### src/rtl/nios_system_4a_button_pkg.sv
// Shared constants for the button debounce block.
package nios_system_4a_button_pkg;

    localparam int unsigned BTN_WIDTH_DEFAULT    = 3;
    localparam int unsigned BTN_DEBOUNCE_DEFAULT = 500000;
    localparam int unsigned BTN_CNT_MAX_W        = 24;

    // Counter width for a given window; never below one bit.
    function automatic int unsigned cnt_width(input int unsigned cycles);
        if (cycles <= 1) begin
            return 1;
        end
        return $clog2(cycles);
    endfunction

endpackage

### src/rtl/nios_system_4a_debounce_cell.sv
// One debounce channel: stability counter, accepted level and press/release strobes.
module nios_system_4a_debounce_cell
    import nios_system_4a_button_pkg::*;
#(
    parameter int unsigned DEBOUNCE_CYCLES = BTN_DEBOUNCE_DEFAULT,
    parameter int unsigned CNT_W           = cnt_width(DEBOUNCE_CYCLES)
) (
    input  logic clk,
    input  logic reset_n,
    input  logic s,
    output logic key_level,
    output logic key_press,
    output logic key_release
);

    localparam logic [CNT_W-1:0] CNT_LAST = CNT_W'(DEBOUNCE_CYCLES - 1);

    logic [CNT_W-1:0] cnt_q;
    logic             level_q;
    logic             level_d_q;
    logic             press_q;
    logic             release_q;

    // Count consecutive mismatching cycles; accept the new level once the window is full.
    always_ff @(posedge clk) begin
        if (!reset_n) begin
            cnt_q     <= '0;
            level_q   <= 1'b0;
            level_d_q <= 1'b0;
            press_q   <= 1'b0;
            release_q <= 1'b0;
        end else begin
            level_d_q <= level_q;
            press_q   <= level_q & ~level_d_q;
            release_q <= ~level_q & level_d_q;
            if (s == level_q) begin
                // Any return to the accepted level restarts the window.
                cnt_q <= '0;
            end else if (cnt_q == CNT_LAST) begin
                level_q <= s;
                cnt_q   <= '0;
            end else begin
                cnt_q <= cnt_q + CNT_W'(1);
            end
        end
    end

    assign key_level   = level_q;
    assign key_press   = press_q;
    assign key_release = release_q;

endmodule

### src/rtl/nios_system_4a_button_debounce.sv
// Synchronises raw push buttons, normalises polarity and debounces each channel.
module nios_system_4a_button_debounce
    import nios_system_4a_button_pkg::*;
#(
    parameter int unsigned WIDTH           = BTN_WIDTH_DEFAULT,
    parameter int unsigned DEBOUNCE_CYCLES = BTN_DEBOUNCE_DEFAULT,
    parameter int unsigned ACTIVE_LOW      = 1
) (
    input  logic             clk,
    input  logic             reset_n,
    input  logic [WIDTH-1:0] key_raw,
    output logic [WIDTH-1:0] key_level,
    output logic [WIDTH-1:0] key_press,
    output logic [WIDTH-1:0] key_release
);

    localparam int unsigned CNT_W = cnt_width(DEBOUNCE_CYCLES);
    // Released pin level; also the polarity mask that makes 1 mean pressed.
    localparam logic [WIDTH-1:0] RELEASED = (ACTIVE_LOW != 0) ? '1 : '0;

    if (DEBOUNCE_CYCLES < 2 || CNT_W > BTN_CNT_MAX_W) begin : g_bad_window
        $error("DEBOUNCE_CYCLES out of range 2..2^24");
    end

    logic [WIDTH-1:0] sync1_q;
    logic [WIDTH-1:0] sync2_q;
    logic [WIDTH-1:0] s;

    // Two-flop synchroniser; reset to the released level so reset never looks like a press.
    always_ff @(posedge clk) begin
        if (!reset_n) begin
            sync1_q <= RELEASED;
            sync2_q <= RELEASED;
        end else begin
            sync1_q <= key_raw;
            sync2_q <= sync1_q;
        end
    end

    assign s = sync2_q ^ RELEASED;

    for (genvar i = 0; i < WIDTH; i++) begin : g_cell
        nios_system_4a_debounce_cell #(
            .DEBOUNCE_CYCLES(DEBOUNCE_CYCLES),
            .CNT_W          (CNT_W)
        ) u_cell (
            .clk        (clk),
            .reset_n    (reset_n),
            .s          (s[i]),
            .key_level  (key_level[i]),
            .key_press  (key_press[i]),
            .key_release(key_release[i])
        );
    end

endmodule
### config.mk
export PLATFORM = sky130hd
export DESIGN_NAME = nios_system_4a_button_debounce
export DESIGN_NICKNAME = d
export VERILOG_FILES = /design/src/rtl/nios_system_4a_button_pkg.sv /design/src/rtl/nios_system_4a_debounce_cell.sv /design/src/rtl/nios_system_4a_button_debounce.sv
export SDC_FILE = /design/constraint.sdc
export NUM_CORES = 1
export LEC_CHECK = 0
export CORE_ASPECT_RATIO = 2
export CORE_MARGIN = 10
export CORE_UTILIZATION = 40
export CTS_CLUSTER_DIAMETER = 40
export DETAILED_ROUTE_END_ITERATION = 8
export MAX_ROUTING_LAYER = met4
export PLACE_DENSITY = 0.59
export SLEW_MARGIN = 5
export SYNTH_ARGS = -nofsm -noshare
export SYNTH_HDL_FRONTEND = slang
export SYNTH_SLANG_ARGS = --single-unit
### constraint.sdc
create_clock -name clk -period 2.5 [get_ports clk]
set_input_delay 0.5 -clock clk [delete_from_list [all_inputs] [get_ports clk]]
set_output_delay 0.5 -clock clk [all_outputs]
set_load 0.03 [all_outputs]
==> Word-level counts from Yosys, hierarchy flattened <==
Cells that the tools add are included.
{ "op_classes": {"n_addsub": 3, "eq_ne": 6, "n_bitwise": 17, "reduce_logical": 6} }
{ "ops": {"columns": ["op", "count"], "rows": [
  ["$add A19 B1 Y19 const B", 3],
  ["$eq A19 B19 Y1 const B", 3],
  ["$not A1 Y1", 10],
  ["$reduce_or A3 Y1", 3],
  ["$and A1 B1 Y1", 6],
  ["$reduce_and A2 Y1", 3],
  ["$eq A1 B1 Y1", 3],
  ["$not A3 Y3", 1]
]} }
{ "word_totals": {"register_bits": 75, "output_inout_bits": 9, "elab_cells": 49} }

==> Longest topological paths before layout <==
Gate-level depths: netlist of the first run.
{ "logic_depth": {"ltp_word": 4, "ltp_mapped": 6, "depth_no_buf": 5} }

==> By module <==
From an unflattened synthesis of the first run, not the netlist that was laid out.
{ "unflattened": {"hier_cells": 378, "hier_area_um2": 3303.2} }
{ "by_module_without_submodules": {"columns": ["module", "instances", "cells_each", "area_each_um2", "seq_area_each_um2"], "rows": [
  ["nios_system_4a_debounce_cell", 3, 121, 1044.8, 460.4],
  ["nios_system_4a_button_debounce", 1, 15, 168.9, 120.1]
]} }

==> Worst setup path after synthesis of the first run <==
OpenSTA, ideal clock, no wires.
{ "synth_path": {"kind": "reg-to-reg", "start": "reg g_cell[2].u_cell.cnt_q[0]", "end": "reg g_cell[2].u_cell.cnt_q[10]", "setup_time_ns": 0.117, "arrival_ns": 1.690, "t_required_ns": 2.383, "path_slack_ns": 0.693, "stages_incl_launch_ff": 7, "path_buffers": 1, "synth_period_minus_slack_ns": 1.807, "path_cell_list": "dfxtp_1 -> ha_1 -> nand3_1 -> or3_1 -> o21bai_2 -> buf_2 -> nor2_1"} }
{ "synth_via": {"elab_chain_len": 2, "word_cells_on_any_way": 3, "cone_classes": "1 x add/sub; 1 x eq/ne; 1 x reduce/logical"} }
{ "synth_rtl": {"columns": ["element", "line_no", "source"], "rows": [
  ["from (decl)", "nios_system_4a_debounce_cell.sv:18", "logic [CNT_W-1:0] cnt_q;"],
  ["from (signal assigned)", "nios_system_4a_debounce_cell.sv:43", "cnt_q <= cnt_q + CNT_W'(1);"],
  ["branches (longest 2 deep; another with $add A19 B1 Y19)", null, null]
]} }
Parallel ways; which one is timed is not known.
A chain may end at the register's enable or synchronous reset.

==> Worst setup path in the final report of the first run <==
{ "layout_path": {"start": "reg g_cell[0].u_cell.level_q", "end": "out key_level[0]"} }
{ "layout_rtl": {"columns": ["element", "line_no", "source"], "rows": [
  ["from (decl)", "nios_system_4a_debounce_cell.sv:19", "logic level_q;"],
  ["from (signal assigned)", "nios_system_4a_debounce_cell.sv:40", "level_q <= s;"],
  ["to (decl)", "nios_system_4a_button_debounce.sv:12", "output logic [WIDTH-1:0] key_level,"]
]} }
No word-level cell between the ends.

==> results.md, run 1 <==
- The area inside the core boundary is roughly 7900 um2.
- The area enclosed by the die boundary is about 12000 um2.
- In this run, the number of DRC markers left after iteration 0 of detailed routing was between 100 and 150.
- Net switching is about 20% of the power.
- Of all nets on the critical path, the largest fanout is 4.
- The number of flops mapped to enable cells by yosys is 0.
- The unique cell type count in the Yosys netlist is 40.
- The clock share of power is between 50% and 60%.
- The final design area excluding fillers is ~3700 um2.
- The flop and latch count out of synthesis is 75.
- Adding up every negative setup slack in the final design gives 0 ps.
- The cell count after synthesis came out at ~360.
- The peak supply drop is ~0.39 mV.
- A synthesized cell averages around 9.0 um2.
- Between clock sinks in the finished design, the worst skew comes to 4.347 ps.
- The worst-skew pair later-pin latency is 330 ps.
- Setup violations remaining at the end of the flow were counted as 0.
- The number of hold-repair buffers added at the cts stage is 0.
- The maximum operating frequency is roughly 510 MHz.
- The count of input and output buffers is 13.
- The cell count after placement is approximately 460.
- Global routing used between 10% and 20% of the available tracks.
- For this run the aggregate overflow at the end of global routing stands at 0.
- The number of detailed-routing iterations run before antenna repair is 6.
- The kind of cell with the highest combined delay along the critical path is buffers and inverters.
- The standby leakage power is roughly 0.0012 uW.
- The slowest stage of the critical path is the sky130_fd_sc_hd__clkdlybuf4s50_1 cell.
- The critical path goes through clkdlybuf4s50_1.
- For this block, the routed nets add up to 6081 um of wire.
- The critical path in this run is classified as reg -> out.
- The finished layout holds 472 standard cells, fillers aside.
- CTS built an H-tree with a depth of 3.
- The post-synthesis cell area is approximately 3200 um2.
- The routed via count divided by cell count is 5.083.
- Across all layers, the routed design uses 2399 vias.
- In this run, post-CTS repair resized a total of 0 instances.
- Across the run, the number of max-cap violations was 0.
- The max-slew violation count was 0.
- After clock tree synthesis, the clock-pin slew on the worst setup and hold paths is around 60 ps.
- Sequential cells burn 45.3% of the power.
- The clock period could shrink to around 1900 ps.
- The worst setup path is captured at an output pin.
- For this run, asynchronously set or reset flops after synthesis account for 0%.
- The first global-routing pass estimated between 10000 and 15000 um of wire.
- After synthesis, flip-flops and latches occupy between 40% and 50% of the total area.
- The most used flip-flop cell after synthesis is sky130_fd_sc_hd__dfxtp_1.
- The congestion estimate from routability-driven global placement came to 0.8314.
- The initial core utilization is between 40% and 50%.
- STA puts the critical path data required time at ~2000 ps.
- In this run the worst hold path is classified as reg -> reg.
- At the pin with the least slew margin, the transition time is 763.4 ps.
- In this run the post-CTS setup repair buffer count came out at 0.
- The chip height is ~150 um.
- The worst pin sits at a relative slew slack of 49.10%.
- TritonCTS built the clock tree.
- The worst setup path is launched from a flip-flop.
- The instance area after placement is between 3000 and 4000 um2.
- The root buffer cell is sky130_fd_sc_hd__clkbuf_16.
- At the worst endpoint, the arrival time is between 1000 and 1500 ps.
- The worst hold slack across all endpoints is around 410 ps.
- The I/O pin total is 14.
- The number of buffer and inverter stages on the critical path is 1.
- The run finished with clean final reports.
- The number of antenna repair diodes is 0.
- The share of layout cells above drive strength 1 is about 8%.
- In this design, the stage delay of the slowest critical-path cell is ~700 ps.
- After legalization and detailed placement, the total HPWL measured around 4600 um.
- For this run, the share of the core covered by cells in the final layout is roughly 47%.
- Setup repair after global routing left no endpoint under its margin.
- The floorplan step set the die width to around 83 um.
- Counting along the longest clock path gives a buffer depth of 2.
- The net total in the final layout is approximately 380.
- The internal portion of the total power is roughly 2100 uW.
- The total clock buffers created by CTS is 9.
- The power share of the combinational group is around 1.1%.
- The detail-routed net length per standard cell is 12.88 um.
- Row generation in the floorplan step produced 46 rows.
- The number of antenna violations at the first check in global routing is 0.
- The number of warnings reported in the yosys synthesis log is 0.
- The number of global-route vias before repair came to about 2400.
- In the routed design, unresolved DRC markers number 0.
- The clock sink total is between 70 and 80.
- In this run the power spent charging and discharging nets is ~530 uW.
- The final count of hold timing violations is 0.
- Dividing total power by cell area gives a power density of roughly 700 nW/um2.
- Counting every net in the synthesized netlist gives between 300 and 400.
- The maximum number of pins on one net before global-route repair is 20.
- The final critical path takes up between 70 and 80% of the cycle.
- Compared with the post-synthesis result, the final layout area differs by 16.43%.
- The remaining antenna violation count after routing is 0.
per-layer routing:
metal	share of wire, %	track usage, %	up-vias	routed length (um)
met4	2.4	5.736	0	146
met3	2.9	2.547	11	177
met5	0	-	-	0
met1	39	9.909	1111	2342
met2	56	19.25	29	3414
li1	-	-	1248	-
metrics by stage:
step,total power [uW],worst slack [ps]
6_report,2659,555.2
2_1_floorplan,1246,692.6
3_3_place_gp,1261,636.5
4_1_cts,2696,530.2
5_1_grt,2745,489.4
3_5_place_dp,1261,609.8
layout by cell type (no fill, tap or decap), types with 2 or more instances in the layout:
master                            instances
sky130_fd_sc_hd__inv_1                   13
sky130_fd_sc_hd__buf_4                    5
sky130_fd_sc_hd__ha_1                     3
sky130_fd_sc_hd__xnor2_1                 30
sky130_fd_sc_hd__dfxtp_1                 75
sky130_fd_sc_hd__nand2_1                 24
sky130_fd_sc_hd__nor3_1                   9
sky130_fd_sc_hd__or4_1                    3
sky130_fd_sc_hd__nor4b_1                  5
sky130_fd_sc_hd__nor4_1                  10
sky130_fd_sc_hd__xor2_1                  16
sky130_fd_sc_hd__mux2i_1                  3
sky130_fd_sc_hd__nor4_2                   2
sky130_fd_sc_hd__or3_1                    5
sky130_fd_sc_hd__nand4_1                 17
sky130_fd_sc_hd__nand2b_1                 8
sky130_fd_sc_hd__o31ai_1                  3
sky130_fd_sc_hd__clkbuf_16                9
sky130_fd_sc_hd__bufinv_16                2
sky130_fd_sc_hd__and4_1                   5
sky130_fd_sc_hd__o41ai_1                  2
sky130_fd_sc_hd__or2_2                    2
sky130_fd_sc_hd__nor2_1                  63
sky130_fd_sc_hd__clkdlybuf4s50_1         13
sky130_fd_sc_hd__nand3_1                 19
sky130_fd_sc_hd__o21ai_0                  3
sky130_fd_sc_hd__a21oi_1                  8
path summary, 6_finish.rpt:
check	startpoint	endpoint	slack [ps]	cells after the start
max	g_cell[0].u_cell.key_level	key_level[0]	560	1
min	g_cell[2].u_cell.level_d_q	g_cell[2].u_cell.key_press	410	1
max reg2reg	g_cell[0].u_cell.cnt_q[5]	g_cell[0].u_cell.cnt_q[17]	620	4
min reg2reg	g_cell[2].u_cell.level_d_q	g_cell[2].u_cell.key_press	410	1
flip-flops by register name, summed over array words and instances, names as in the netlist:
name and flops:
g_cell.u_cell.key_level 3, sync1_q 3, sync2_q 3, g_cell.u_cell.key_press 3, g_cell.u_cell.level_d_q 3, g_cell.u_cell.cnt_q 57, g_cell.u_cell.key_release 3
synth_stat cells (all sizes together), types with 9 or more instances:
cell type / n / share of area (%)
buf: 13 / 2.7
nand4: 19 / 4.4
inv: 13 / 1.5
nor2: 63 / 7.4
nand2: 24 / 2.8
xnor2: 30 / 8.2
nor4: 12 / 2.7
nand3: 19 / 3.0
dfxtp: 75 / 47
xor2: 16 / 4.4
nor3: 9 / 1.4
kinds of logic (layout without fill, tap and decap cells):
| family | after synthesis | in the layout | synth area share, % |
|---|---|---|---|
| AOI/OAI and AO/OA | 20 | 20 | 4.048 |
| xor gates and xnor gates | 46 | 46 | 12.53 |
| adders and majority gates | 3 | 3 | 1.168 |
| buffers and inverters | 28 | 47 | 4.477 |
| DFF | 75 | 75 | 46.71 |
| muxes | 3 | 3 | 0.9343 |
| and+or+nand+nor | 182 | 182 | 30.13 |
area by class of cell:
class / count / area [um2]
tap: 96 / 120.1
clock inverter: 6 / 96.34
inverter: 13 / 48.80
timing repair buffer: 18 / 167.7
sequential: 75 / 1501
multi-input combinational: 254 / 1569
fill: 772 / 4143
clock buffer: 10 / 239.0
power groups by stage:
stage               logic [uW]  registers [uW]  clock network [uW]
floorplan                 15.8            1230                   0
global placement          29.6            1230                   0
detailed placement        29.6            1230                   0
CTS                       29.8            1200                1460
global route              33.0            1200                1510
finish                    28.8            1200                1430
Power figures use the tool's default switching activity.
==> run 2: changes to the inputs <==
==> constraint.sdc (replaced) <==
create_clock -name clk -period 2.04 [get_ports clk]
set_input_delay 0.408 -clock clk [delete_from_list [all_inputs] [get_ports clk]]
set_output_delay 0.408 -clock clk [all_outputs]
set_load 0.03 [all_outputs]
==> results.md, run 2 (synthesis gave the netlist of run 1 again) <==
- The buffer levels on the longest clock path is 2 (unchanged).
- The number of DRC violations after detailed-routing iteration 0 came to 138 (was 123).
- The number of hold-repair buffers added at the cts stage is 0 (unchanged).
- The detail-routed net length per standard cell was 13.36 um (was 12.88 um).
- The number of buffer and inverter stages on the critical path was 1 (unchanged).
- The first element of the critical path is g_cell[0].u_cell.key_level (unchanged).
- The total power per unit cell area is 859.8 nW/um2 (was 710.5 nW/um2).
- The root buffer cell is sky130_fd_sc_hd__clkbuf_16 (unchanged).
- The library cell contributing the largest single delay on the critical path is sky130_fd_sc_hd__clkdlybuf4s50_1 (unchanged).
- The max-slew violation count is 0 (unchanged).
- The initial core utilization came to 40.76% (unchanged).
- The standby leakage power is 0.001197 uW (was 0.001168 uW).
- The flip-flop count of the largest register, all copies and words added is 57 (unchanged).
- The pre-CTS setup slack is 222.5 ps (was 609.8 ps).
- The reg-to-reg startpoint is g_cell[0].u_cell.cnt_q[8] (was g_cell[0].u_cell.cnt_q[5]).
- The number of levels the H-tree was split into is 3 (unchanged).
- The most common library cell in the layout ignoring fill and taps is sky130_fd_sc_hd__dfxtp_1 (unchanged).
- The number of antenna violations at the first check in global routing is 0 (unchanged).
- List of cells traversed by the critical path: clkdlybuf4s50_1 (unchanged).
- The worst-case headroom to the max-slew limit is 74.17% (was 49.10%).
- The share of layout cells above drive strength 1 is 9.424% (was 7.979%).
- The total power is 3253 uW (was 2659 uW).
- The row count came to 46 (unchanged).
- The number of global-route vias before repair was 2555 (was 2375).
- The cell count along the critical path is 1 (unchanged).
- The global-route wire length before repair was 11420 um (was 10650 um).
- The clock sink total is 75 (unchanged).
- The setup TNS was 0 ps (unchanged).
- The net total in the final layout was 385 (was 379).
- The area inside the core boundary is 7885 um2 (unchanged).
- The routed via count divided by cell count is 5.165 (was 5.083).
- The I/O pin total is 14 (unchanged).
- The number of antenna repair diodes was 0 (unchanged).
- The remaining antenna violation count after routing came to 0 (unchanged).
- The die width is 83.39 um (unchanged).
- The capturing element of the worst setup path is key_level[0] (unchanged).
- The area enclosed by the die boundary is 12240 um2 (unchanged).
- The instance area after placement is 3452 um2 (was 3407 um2).
- The chip height is 146.8 um (unchanged).
- The total of endpoints with negative setup slack in the final report is 0 (unchanged).
- The via count came to 2469 (was 2399).
- The total wire length came to 6386 um (was 6081 um).
- The cell family contributing the most delay on the critical path is buffers and inverters (unchanged).
- The maximum net fanout on the critical path is 4 (unchanged).
- Commonest non-fill, non-tap cells in the layout: 75 x sky130_fd_sc_hd__dfxtp_1, 63 x sky130_fd_sc_hd__nor2_1, 30 x sky130_fd_sc_hd__xnor2_1 (unchanged).
- The maximum operating frequency is around 540 MHz.
- The setup slack of the worst register-to-register path is 290 ps (was 620 ps).
- The total clock buffers created by CTS is 9 (unchanged).
- The max-cap check violation count is 0 (unchanged).
- The startpoint class of the critical path was a flip-flop (unchanged).
- The worst min-delay path class is reg -> reg (unchanged).
- Setup repair after global routing missed its margin: no (unchanged).
- The residual overflow from global routing came to 0 (unchanged).
- The depth of the worst register-to-register path is 4 (unchanged).
- The clock tree from TritonCTS is yes (unchanged).
- The final count of hold timing violations is 0 (unchanged).
- Run status: finished, final reports clean (unchanged).
- The smallest clock period supported by the final layout is computed as about 1900 ps.
- The maximum number of pins on one net before global-route repair is 20 (unchanged).
- The number of detailed-routing iterations run before antenna repair is 4 (was 6).
- The data required time at the worst endpoint was 1630 ps (was 2000 ps).
- The post-cts resize count is 0 (unchanged).
- The post-CTS setup-driven buffer insertion count is 0 (unchanged).
- The endpoint of the lowest-slack register-to-register path is g_cell[0].u_cell.cnt_q[16] (was g_cell[0].u_cell.cnt_q[17]).
- The worst stage delay on the critical path is 700 ps (was 710 ps).
- The endpoint kind of the worst setup timing path is an output pin (unchanged).
- The register with the most flip-flops is g_cell.u_cell.cnt_q (unchanged).
- The count of input and output buffers came to 13 (unchanged).
- The DRC violation count after routing came to 0 (unchanged).
- The actual slew at the worst max-slew pin is 384.3 ps (was 763.4 ps).
- The total track usage is 11.50% (was 10.59%).
- The final worst clock skew is 6.659 ps (was 4.347 ps).
- The share of the clock period used by the worst path after layout is 90.77%.
- The arrival time reported for the critical path endpoint is 1440 ps (about the same).
- The worst setup margin is 188.4 ps (was 555.2 ps).
- The clock transition at the registers of the reported paths is 60 ps (about the same).
- The final estimated routing congestion in global placement came to 0.8331 (was 0.8314).
- The classification of the worst setup path is reg -> out (unchanged).
- The final design area excluding fillers is 3784 um2 (was 3742 um2).
- The final HPWL from detailed placement is 4790 um (was 4551 um).
- The worst-skew pair later-pin latency is 340 ps (was 330 ps).
- The peak supply drop is 0.5028 mV (was 0.3852 mV).
- The relative area change from synthesis to final layout is 17.71% (was 16.43%).
## run 2: cell count changes in the layout (fill, tap and decap cells not counted)
| cell | change |
|---|---|
| sky130_fd_sc_hd__clkbuf_8 | -1 |
| sky130_fd_sc_hd__inv_6 | +2 |
| sky130_fd_sc_hd__clkinvlp_4 | -1 |
| sky130_fd_sc_hd__buf_4 | +6 |
## run 2: cell type report
type / count / area, um2
inverters: 13 / 48.80
well taps: 96 / 120.1
clock buffers: 9 / 225.2
multi-input cells: 254 / 1569
clock inverters: 7 / 106.4
flip-flops and latches: 75 / 1501
repair buffers: 24 / 212.7
fillers: 756 / 4101
## run 2: routing by layer
layer | vias up | GRT usage (%) | routed length, um
met5 | - | - | 0
met1 | 1147 | 10.56 | 2440
li1 | 1266 | - | -
met3 | 21 | 2.602 | 157
met4 | 0 | 8.305 | 291
met2 | 35 | 20.30 | 3496
## run 2: through the flow
step,utilization [%],hold slack (ps),instances
final,47.98,408.2,478
after global placement,43.78,389.6,462
after CTS,47.98,409.8,478
after detailed placement,43.78,394.4,462
after global routing,47.98,418.3,478
after floorplan,-,386.3,357
## run 2: worst min-delay path by stage
stage                                           from                    endpoint  slack (ps)  depth (start not counted)
after floorplan                           sync1_q[0]                  sync2_q[0]         390                          1
after global placement                    sync1_q[1]                  sync2_q[1]         390                          1
after detailed placement                  sync1_q[1]                  sync2_q[1]         390                          1
after CTS                                 sync1_q[1]                  sync2_q[1]         410                          1
after global routing      g_cell[2].u_cell.level_d_q  g_cell[2].u_cell.key_press         420                          1
final                                     sync1_q[0]                  sync2_q[0]         410                          1
## run 2: report_power, final
part	switching, uW	leakage [uW]	total (uW)	internal [uW]
Clock	646	0.000163	1740	1090
Combinational	19.5	0.000429	37.8	18.3
Sequential	3.78	0.000605	1480	1470
Total	669	0.00120	3250	2580
